File: src/rtl/cdb_arbiter_if.sv
// Result handshakes from the ALU and LSB plus the registered common-data-bus broadcast.
// The arbiter connects through the slave modport; producers/consumers use master.
interface cdb_arbiter_if #(
    parameter int ROB_BIT = 4
);
    logic               alu_valid;
    logic [ROB_BIT-1:0] alu_rob_entry;
    logic [31:0]        alu_value;
    logic               alu_ready;

    logic               lsb_valid;
    logic [ROB_BIT-1:0] lsb_rob_entry;
    logic [31:0]        lsb_value;
    logic               lsb_ready;

    logic               cdb_valid;
    logic [ROB_BIT-1:0] cdb_rob_entry;
    logic [31:0]        cdb_value;
    logic               cdb_src;

    modport master (
        output alu_valid, alu_rob_entry, alu_value,
        input  alu_ready,
        output lsb_valid, lsb_rob_entry, lsb_value,
        input  lsb_ready,
        input  cdb_valid, cdb_rob_entry, cdb_value, cdb_src
    );

    modport slave (
        input  alu_valid, alu_rob_entry, alu_value,
        output alu_ready,
        input  lsb_valid, lsb_rob_entry, lsb_value,
        output lsb_ready,
        output cdb_valid, cdb_rob_entry, cdb_value, cdb_src
    );
endinterface

File: src/rtl/cdb_arbiter.sv
// CDB arbiter: per-source result FIFOs (ALU, LSB) drained round-robin onto one
// registered broadcast bus; flushed by clear_up, frozen while rdy_in is low.
module cdb_arbiter #(
    parameter int ROB_BIT    = 4,
    parameter int FIFO_DEPTH = 4
) (
    input  logic         clk_in,
    input  logic         rst_in,
    input  logic         rdy_in,
    input  logic         clear_up,
    cdb_arbiter_if.slave bus
);
    localparam int PTR_W = $clog2(FIFO_DEPTH);
    localparam int CNT_W = PTR_W + 1;

    typedef struct packed {
        logic [ROB_BIT-1:0] rob_entry;
        logic [31:0]        value;
    } result_t;

    typedef enum logic {
        SRC_ALU = 1'b0,
        SRC_LSB = 1'b1
    } src_e;

    result_t          mem_q      [2][FIFO_DEPTH];
    logic [PTR_W-1:0] wr_ptr_q   [2];
    logic [PTR_W-1:0] wr_ptr_d   [2];
    logic [PTR_W-1:0] rd_ptr_q   [2];
    logic [PTR_W-1:0] rd_ptr_d   [2];
    logic [CNT_W-1:0] count_q    [2];
    logic [CNT_W-1:0] count_d    [2];
    src_e             last_grant_q, last_grant_d;
    logic             cdb_valid_q, cdb_valid_d;
    result_t          cdb_data_q, cdb_data_d;
    src_e             cdb_src_q, cdb_src_d;

    logic             in_valid   [2];
    result_t          in_data    [2];
    logic             ready      [2];
    logic             push       [2];
    logic             pop        [2];
    logic             nonempty   [2];
    logic             grant_any;
    src_e             grant_src;
    logic             advance;

    assign in_valid[0] = bus.alu_valid;
    assign in_valid[1] = bus.lsb_valid;
    assign in_data[0]  = '{rob_entry: bus.alu_rob_entry, value: bus.alu_value};
    assign in_data[1]  = '{rob_entry: bus.lsb_rob_entry, value: bus.lsb_value};

    // Ready looks at the registered count only, so a same-cycle pop never opens a slot.
    assign advance = rdy_in && !clear_up;

    always_comb begin
        for (int s = 0; s < 2; s++) begin
            nonempty[s] = (count_q[s] != '0);
            ready[s]    = rdy_in && !rst_in && !clear_up &&
                          (count_q[s] != CNT_W'(FIFO_DEPTH));
            push[s]     = in_valid[s] && ready[s];
        end

        grant_any = nonempty[0] || nonempty[1];
        if (nonempty[0] && nonempty[1]) begin
            grant_src = (last_grant_q == SRC_ALU) ? SRC_LSB : SRC_ALU;
        end else if (nonempty[0]) begin
            grant_src = SRC_ALU;
        end else begin
            grant_src = SRC_LSB;
        end

        pop[0] = advance && grant_any && (grant_src == SRC_ALU);
        pop[1] = advance && grant_any && (grant_src == SRC_LSB);
    end

    always_comb begin
        // NOTE: every next-state variable takes its held value first, so no path leaves one unassigned and no latch is inferred.
        wr_ptr_d     = wr_ptr_q;
        rd_ptr_d     = rd_ptr_q;
        count_d      = count_q;
        last_grant_d = last_grant_q;
        cdb_valid_d  = cdb_valid_q;
        cdb_data_d   = cdb_data_q;
        cdb_src_d    = cdb_src_q;

        if (rdy_in) begin
            if (clear_up) begin
                for (int s = 0; s < 2; s++) begin
                    wr_ptr_d[s] = '0;
                    rd_ptr_d[s] = '0;
                    count_d[s]  = '0;
                end
                last_grant_d = SRC_LSB;
                cdb_valid_d  = 1'b0;
                cdb_data_d   = '0;
                cdb_src_d    = SRC_ALU;
            end else begin
                for (int s = 0; s < 2; s++) begin
                    if (push[s]) wr_ptr_d[s] = wr_ptr_q[s] + PTR_W'(1);
                    if (pop[s])  rd_ptr_d[s] = rd_ptr_q[s] + PTR_W'(1);
                    count_d[s] = count_q[s] + CNT_W'(push[s]) - CNT_W'(pop[s]);
                end
                cdb_valid_d = grant_any;
                cdb_data_d  = grant_any ? mem_q[grant_src][rd_ptr_q[grant_src]] : '0;
                cdb_src_d   = grant_any ? grant_src : SRC_ALU;
                if (grant_any) last_grant_d = grant_src;
            end
        end
    end

    // NOTE: FIFO storage has no reset; the pointers and counts alone decide what is valid.
    always_ff @(posedge clk_in) begin
        for (int s = 0; s < 2; s++) begin
            if (push[s]) mem_q[s][wr_ptr_q[s]] <= in_data[s];
        end
    end

    // NOTE: state registers use non-blocking assignment so every flop samples pre-edge values.
    always_ff @(posedge clk_in) begin
        if (rst_in) begin
            for (int s = 0; s < 2; s++) begin
                wr_ptr_q[s] <= '0;
                rd_ptr_q[s] <= '0;
                count_q[s]  <= '0;
            end
            last_grant_q <= SRC_LSB;
            cdb_valid_q  <= 1'b0;
            cdb_data_q   <= '0;
            cdb_src_q    <= SRC_ALU;
        end else begin
            wr_ptr_q     <= wr_ptr_d;
            rd_ptr_q     <= rd_ptr_d;
            count_q      <= count_d;
            last_grant_q <= last_grant_d;
            cdb_valid_q  <= cdb_valid_d;
            cdb_data_q   <= cdb_data_d;
            cdb_src_q    <= cdb_src_d;
        end
    end

    assign bus.alu_ready     = ready[0];
    assign bus.lsb_ready     = ready[1];
    assign bus.cdb_valid     = cdb_valid_q;
    assign bus.cdb_rob_entry = cdb_data_q.rob_entry;
    assign bus.cdb_value     = cdb_data_q.value;
    assign bus.cdb_src       = cdb_src_q;
endmodule
File: src/flat_wrapper.sv
// flat-port wrapper written by rule: the top's interface ports become plain ports
module cdb_arbiter_flat 
#(
    parameter int ROB_BIT    = 4,
    parameter int FIFO_DEPTH = 4
)
  (clk_in, rst_in, rdy_in, clear_up, bus_alu_valid, bus_alu_rob_entry, bus_alu_value, bus_alu_ready, bus_lsb_valid, bus_lsb_rob_entry, bus_lsb_value, bus_lsb_ready, bus_cdb_valid, bus_cdb_rob_entry, bus_cdb_value, bus_cdb_src);
  cdb_arbiter_if #(.ROB_BIT(ROB_BIT)) bus_i ();
  input  logic clk_in;
  input  logic rst_in;
  input  logic rdy_in;
  input  logic clear_up;
  input wire logic [$bits(bus_i.alu_valid)-1:0] bus_alu_valid;
  input wire logic [$bits(bus_i.alu_rob_entry)-1:0] bus_alu_rob_entry;
  input wire logic [$bits(bus_i.alu_value)-1:0] bus_alu_value;
  output wire logic [$bits(bus_i.alu_ready)-1:0] bus_alu_ready;
  input wire logic [$bits(bus_i.lsb_valid)-1:0] bus_lsb_valid;
  input wire logic [$bits(bus_i.lsb_rob_entry)-1:0] bus_lsb_rob_entry;
  input wire logic [$bits(bus_i.lsb_value)-1:0] bus_lsb_value;
  output wire logic [$bits(bus_i.lsb_ready)-1:0] bus_lsb_ready;
  output wire logic [$bits(bus_i.cdb_valid)-1:0] bus_cdb_valid;
  output wire logic [$bits(bus_i.cdb_rob_entry)-1:0] bus_cdb_rob_entry;
  output wire logic [$bits(bus_i.cdb_value)-1:0] bus_cdb_value;
  output wire logic [$bits(bus_i.cdb_src)-1:0] bus_cdb_src;
  assign bus_i.alu_valid = bus_alu_valid;
  assign bus_i.alu_rob_entry = bus_alu_rob_entry;
  assign bus_i.alu_value = bus_alu_value;
  assign bus_alu_ready = bus_i.alu_ready;
  assign bus_i.lsb_valid = bus_lsb_valid;
  assign bus_i.lsb_rob_entry = bus_lsb_rob_entry;
  assign bus_i.lsb_value = bus_lsb_value;
  assign bus_lsb_ready = bus_i.lsb_ready;
  assign bus_cdb_valid = bus_i.cdb_valid;
  assign bus_cdb_rob_entry = bus_i.cdb_rob_entry;
  assign bus_cdb_value = bus_i.cdb_value;
  assign bus_cdb_src = bus_i.cdb_src;
  cdb_arbiter #(.ROB_BIT(ROB_BIT), .FIFO_DEPTH(FIFO_DEPTH)) u_core (.clk_in(clk_in), .rst_in(rst_in), .rdy_in(rdy_in), .clear_up(clear_up), .bus(bus_i));
endmodule
File: config.mk
export PLATFORM = sky130hd
export DESIGN_NAME = cdb_arbiter_flat
export DESIGN_NICKNAME = d
export VERILOG_FILES = /design/src/rtl/cdb_arbiter_if.sv /design/src/rtl/cdb_arbiter.sv /design/src/flat_wrapper.sv
export SDC_FILE = /design/constraint.sdc
export NUM_CORES = 1
export LEC_CHECK = 0
export ABC_AREA = 1
export CORE_ASPECT_RATIO = 0.75
export CORE_MARGIN = 3
export CORE_UTILIZATION = 40
export DETAILED_ROUTE_END_ITERATION = 16
export GPL_ROUTABILITY_DRIVEN = 0
export PLACE_DENSITY_LB_ADDON = 0.08
export SETUP_SLACK_MARGIN = 0.5
export SKIP_LAST_GASP = 1
export SLEW_MARGIN = 20
export SYNTH_ARGS = -nofsm -noshare
export SYNTH_HDL_FRONTEND = slang
export SYNTH_SLANG_ARGS = --single-unit
File: constraint.sdc
create_clock -name clk_in -period 4.4 [get_ports clk_in]
set_input_delay 1.1 -clock clk_in [delete_from_list [all_inputs] [get_ports clk_in]]
set_output_delay 1.1 -clock clk_in [all_outputs]
set_load 0.01 [all_outputs]
==> results_dict.tcl <==
set metrics [dict create \
    grt_max_degree 93 \
    grt_pass1_vias 9532 \
    tightestPinTransition_ps 1053 \
    outcome "complete, no violations" \
    cp.required_ps 3300 \
    critPathLaunchType "primary input" \
    die_width_um 231.2 \
    die_area_sq_mm 0.04043 \
    ys_types 30 \
    hold_viol 0 \
    final-seq-area_sq_mm 0.009709 \
    antenna_cells 0 \
    numCtsBuffers 37 \
    vdd_drop_max_mv 0.3079 \
    port_buffers 117 \
    min_period_ps 3762 \
    grt_pass1_wl_mm 58.08 \
    syn-num-nets 1620 \
    finalClockSkew_ps 19.59 \
    seq_area_frac_synth_pct 63.83 \
    die_y_um 174.9 \
    rsz0062_at_grt "no" \
    place_hpwl_mm 21.65 \
    start_util_pct 40.76 \
    drv_slew 0 \
    num_rows 61 \
    multi_input_area_sq_mm 0.004232 \
    ys.flop_type "edfxtp_1" \
    finalCritPeriodShare_pct 85.51 \
    ant_nets 0 \
    fill_cells 3499 \
    critPathKind "primary input to primary output" \
    clock_sinks 341 \
    areaGrowthSynthToFinish_pct 19.37 \
    wl_mm 38.21 \
    wl_per_cell_um 17.65 \
    drc 0 \
    finalSetupViolations 0 \
    ys_ff_latch 341 \
    syn_area_sq_mm 0.01521 \
    clkLatencyLatePin_ps 530 \
    clk_pin_slew_ps 60 \
    slew_headroom_pct 29.77 \
    layout-drive-gt1-share_pct 6.386 \
    num_vias 10213 \
    post_cts_buffers 0 \
    cts_root_buffer "clkbuf_16" \
    holdBufCountCts 0 \
    io_pins 118 \
    grt_overflow 0 \
    leakage_nw 7.793 \
    synth_cells 1528 \
    drt_first_pass_iters 5 \
    postLayoutSetupSlackWorst_ps 637.5 \
    cp_max_fo 8 \
    arrival_ps 2660 \
    cts_tree "yes" \
    final_util_pct 48.65 \
    min_path_type "flop to flop" \
    grt_usage_pct 18.87 \
    max_freq_ghz 0.2658 \
    drt_iter0_drc 761 \
    tns_ps 0 \
    clk_path_buf_depth 3 \
    viasPerCell 4.720 \
    grt_antenna_before_repair 0 \
    nets 1723 \
    power.density_mw_per_mm2 388.2 \
    syn_area_per_cell_sq_um 9.955 \
    htree_levels 2 \
    coreArea_sq_mm 0.03732 \
    synth_enable_flop_cells 288 \
    async_flop_share_pct 0 \
    yosysWarnings 0 \
    drv_cap 0 \
    worst_setup_path_end_kind "primary output" \
    pre_cts_ws_ps 495.5 \
]
-- layout make-up --
cell class,instances,area share (%)
Clock buffer,50,5.768
Clock inverter,18,1.233
Inverter,218,4.507
Multi-Input combinational cell,891,23.30
Sequential cell,341,53.47
Tap cell,504,3.473
Timing Repair Buffer,142,8.241
-- routing by layer --
metal  vias to the layer above  wire length [um]  global-route usage (%)
met2                       207             17140                   28.95
met3                        51              1520                   2.836
li1                       5105                 -                       -
met1                      4850             18770                   28.10
met4                         0               775                   4.981
met5                         -                 0                       0
-- per-stage QoR --
step	instances	hold WS (ps)	total power [mW]	instance area, sq um
after floorplan	1528	449.9	3.701	15210
after global placement	2096	439.6	3.858	16870
after detailed placement	2096	438.9	3.859	16870
after CTS	2164	452.3	7.146	18150
after global routing	2164	464.0	7.295	18160
final	2164	448.5	7.048	18160
-- registers in the layout, indices dropped and copies added, names as in the netlist, 4 cells and up --
signal,flops
u_core.bus.cdb_value,32
u_core.rd_ptr_q,4
u_core.wr_ptr_q,4
u_core.mem_q,288
u_core.bus.cdb_rob_entry,4
u_core.count_q,6
-- what timing repair did --
| action | in CTS | in global routing |
|---|---|---|
| cloned | 0 | 0 |
| gates resized for setup | 1 | 2 |
| endpoints found under the setup margin | 1 | 2 |
-- power by group --
group | switching, mW | total (mW) | internal (mW)
clock | 1.29 | 3.26 | 1.97
combinational | 0.154 | 0.262 | 0.108
sequential | 0.00560 | 3.52 | 3.52
total | 1.45 | 7.05 | 5.60
-- kinds of logic (layout without fill, tap and decap cells) --
kind of cell               after synthesis  in the layout  share of synthesized area [%]
AOI/OAI and AO/OA                       21             21                         0.7814
xor gates and xnor gates                 4              4                         0.2304
adders and majority gates               14             14                          1.250
buffers and inverters                  296            428                          8.900
DFF                                    341            341                          63.83
and+or+nand+nor                        852            852                          25.01
-- critical path, cell delays in order --
cell and delay [ps]:
clkdlybuf4s50_1 500, inv_2 150, nand3_4 130, a31oi_2 210, clkdlybuf4s50_1 570
-- Yosys cell counts (all sizes together), types with 2 or more instances --
master	instances	area [sq um]
nand2	612	2327
edfxtp	288	8648
inv	218	818.3
nand3	114	588.1
nand3b	109	818.3
buf	74	520.5
dfxtp	53	1061
nor2	15	58.81
ha	12	150.1
o21ai	7	35.03
a21oi	6	30.03
o22ai	5	31.28
clkbuf	4	15.01
xor2	3	26.28
a31oi	2	12.51
fa	2	40.04
-- path summary, 6_finish.rpt --
kind                               start                          end  slack [ps]  cells past startpoint
max                             clear_up                bus_alu_ready         640                      5
min          u_core.bus.cdb_rob_entry[1]  u_core.bus.cdb_rob_entry[1]         450                      2
max reg2reg            u_core.count_q[2]     u_core.bus.cdb_value[13]        1280                     12
min reg2reg  u_core.bus.cdb_rob_entry[1]  u_core.bus.cdb_rob_entry[1]         450                      2
-- layout by cell type (no fill, tap or decap), types with 4 or more instances in the layout --
master / count
nand3_1: 112
dfxtp_1: 53
clkinv_1: 5
ha_1: 12
nor2_1: 5
buf_4: 14
clkdlybuf4s50_1: 117
clkbuf_1: 8
clkbuf_16: 39
nand2_1: 603
edfxtp_1: 288
nand3b_1: 109
bufinv_16: 5
nor2_4: 9
nand2_2: 7
inv_2: 4
inv_1: 214
buf_12: 11
o22ai_1: 5
o21ai_1: 4
a21oi_1: 6
Power figures use the tool's default switching activity.
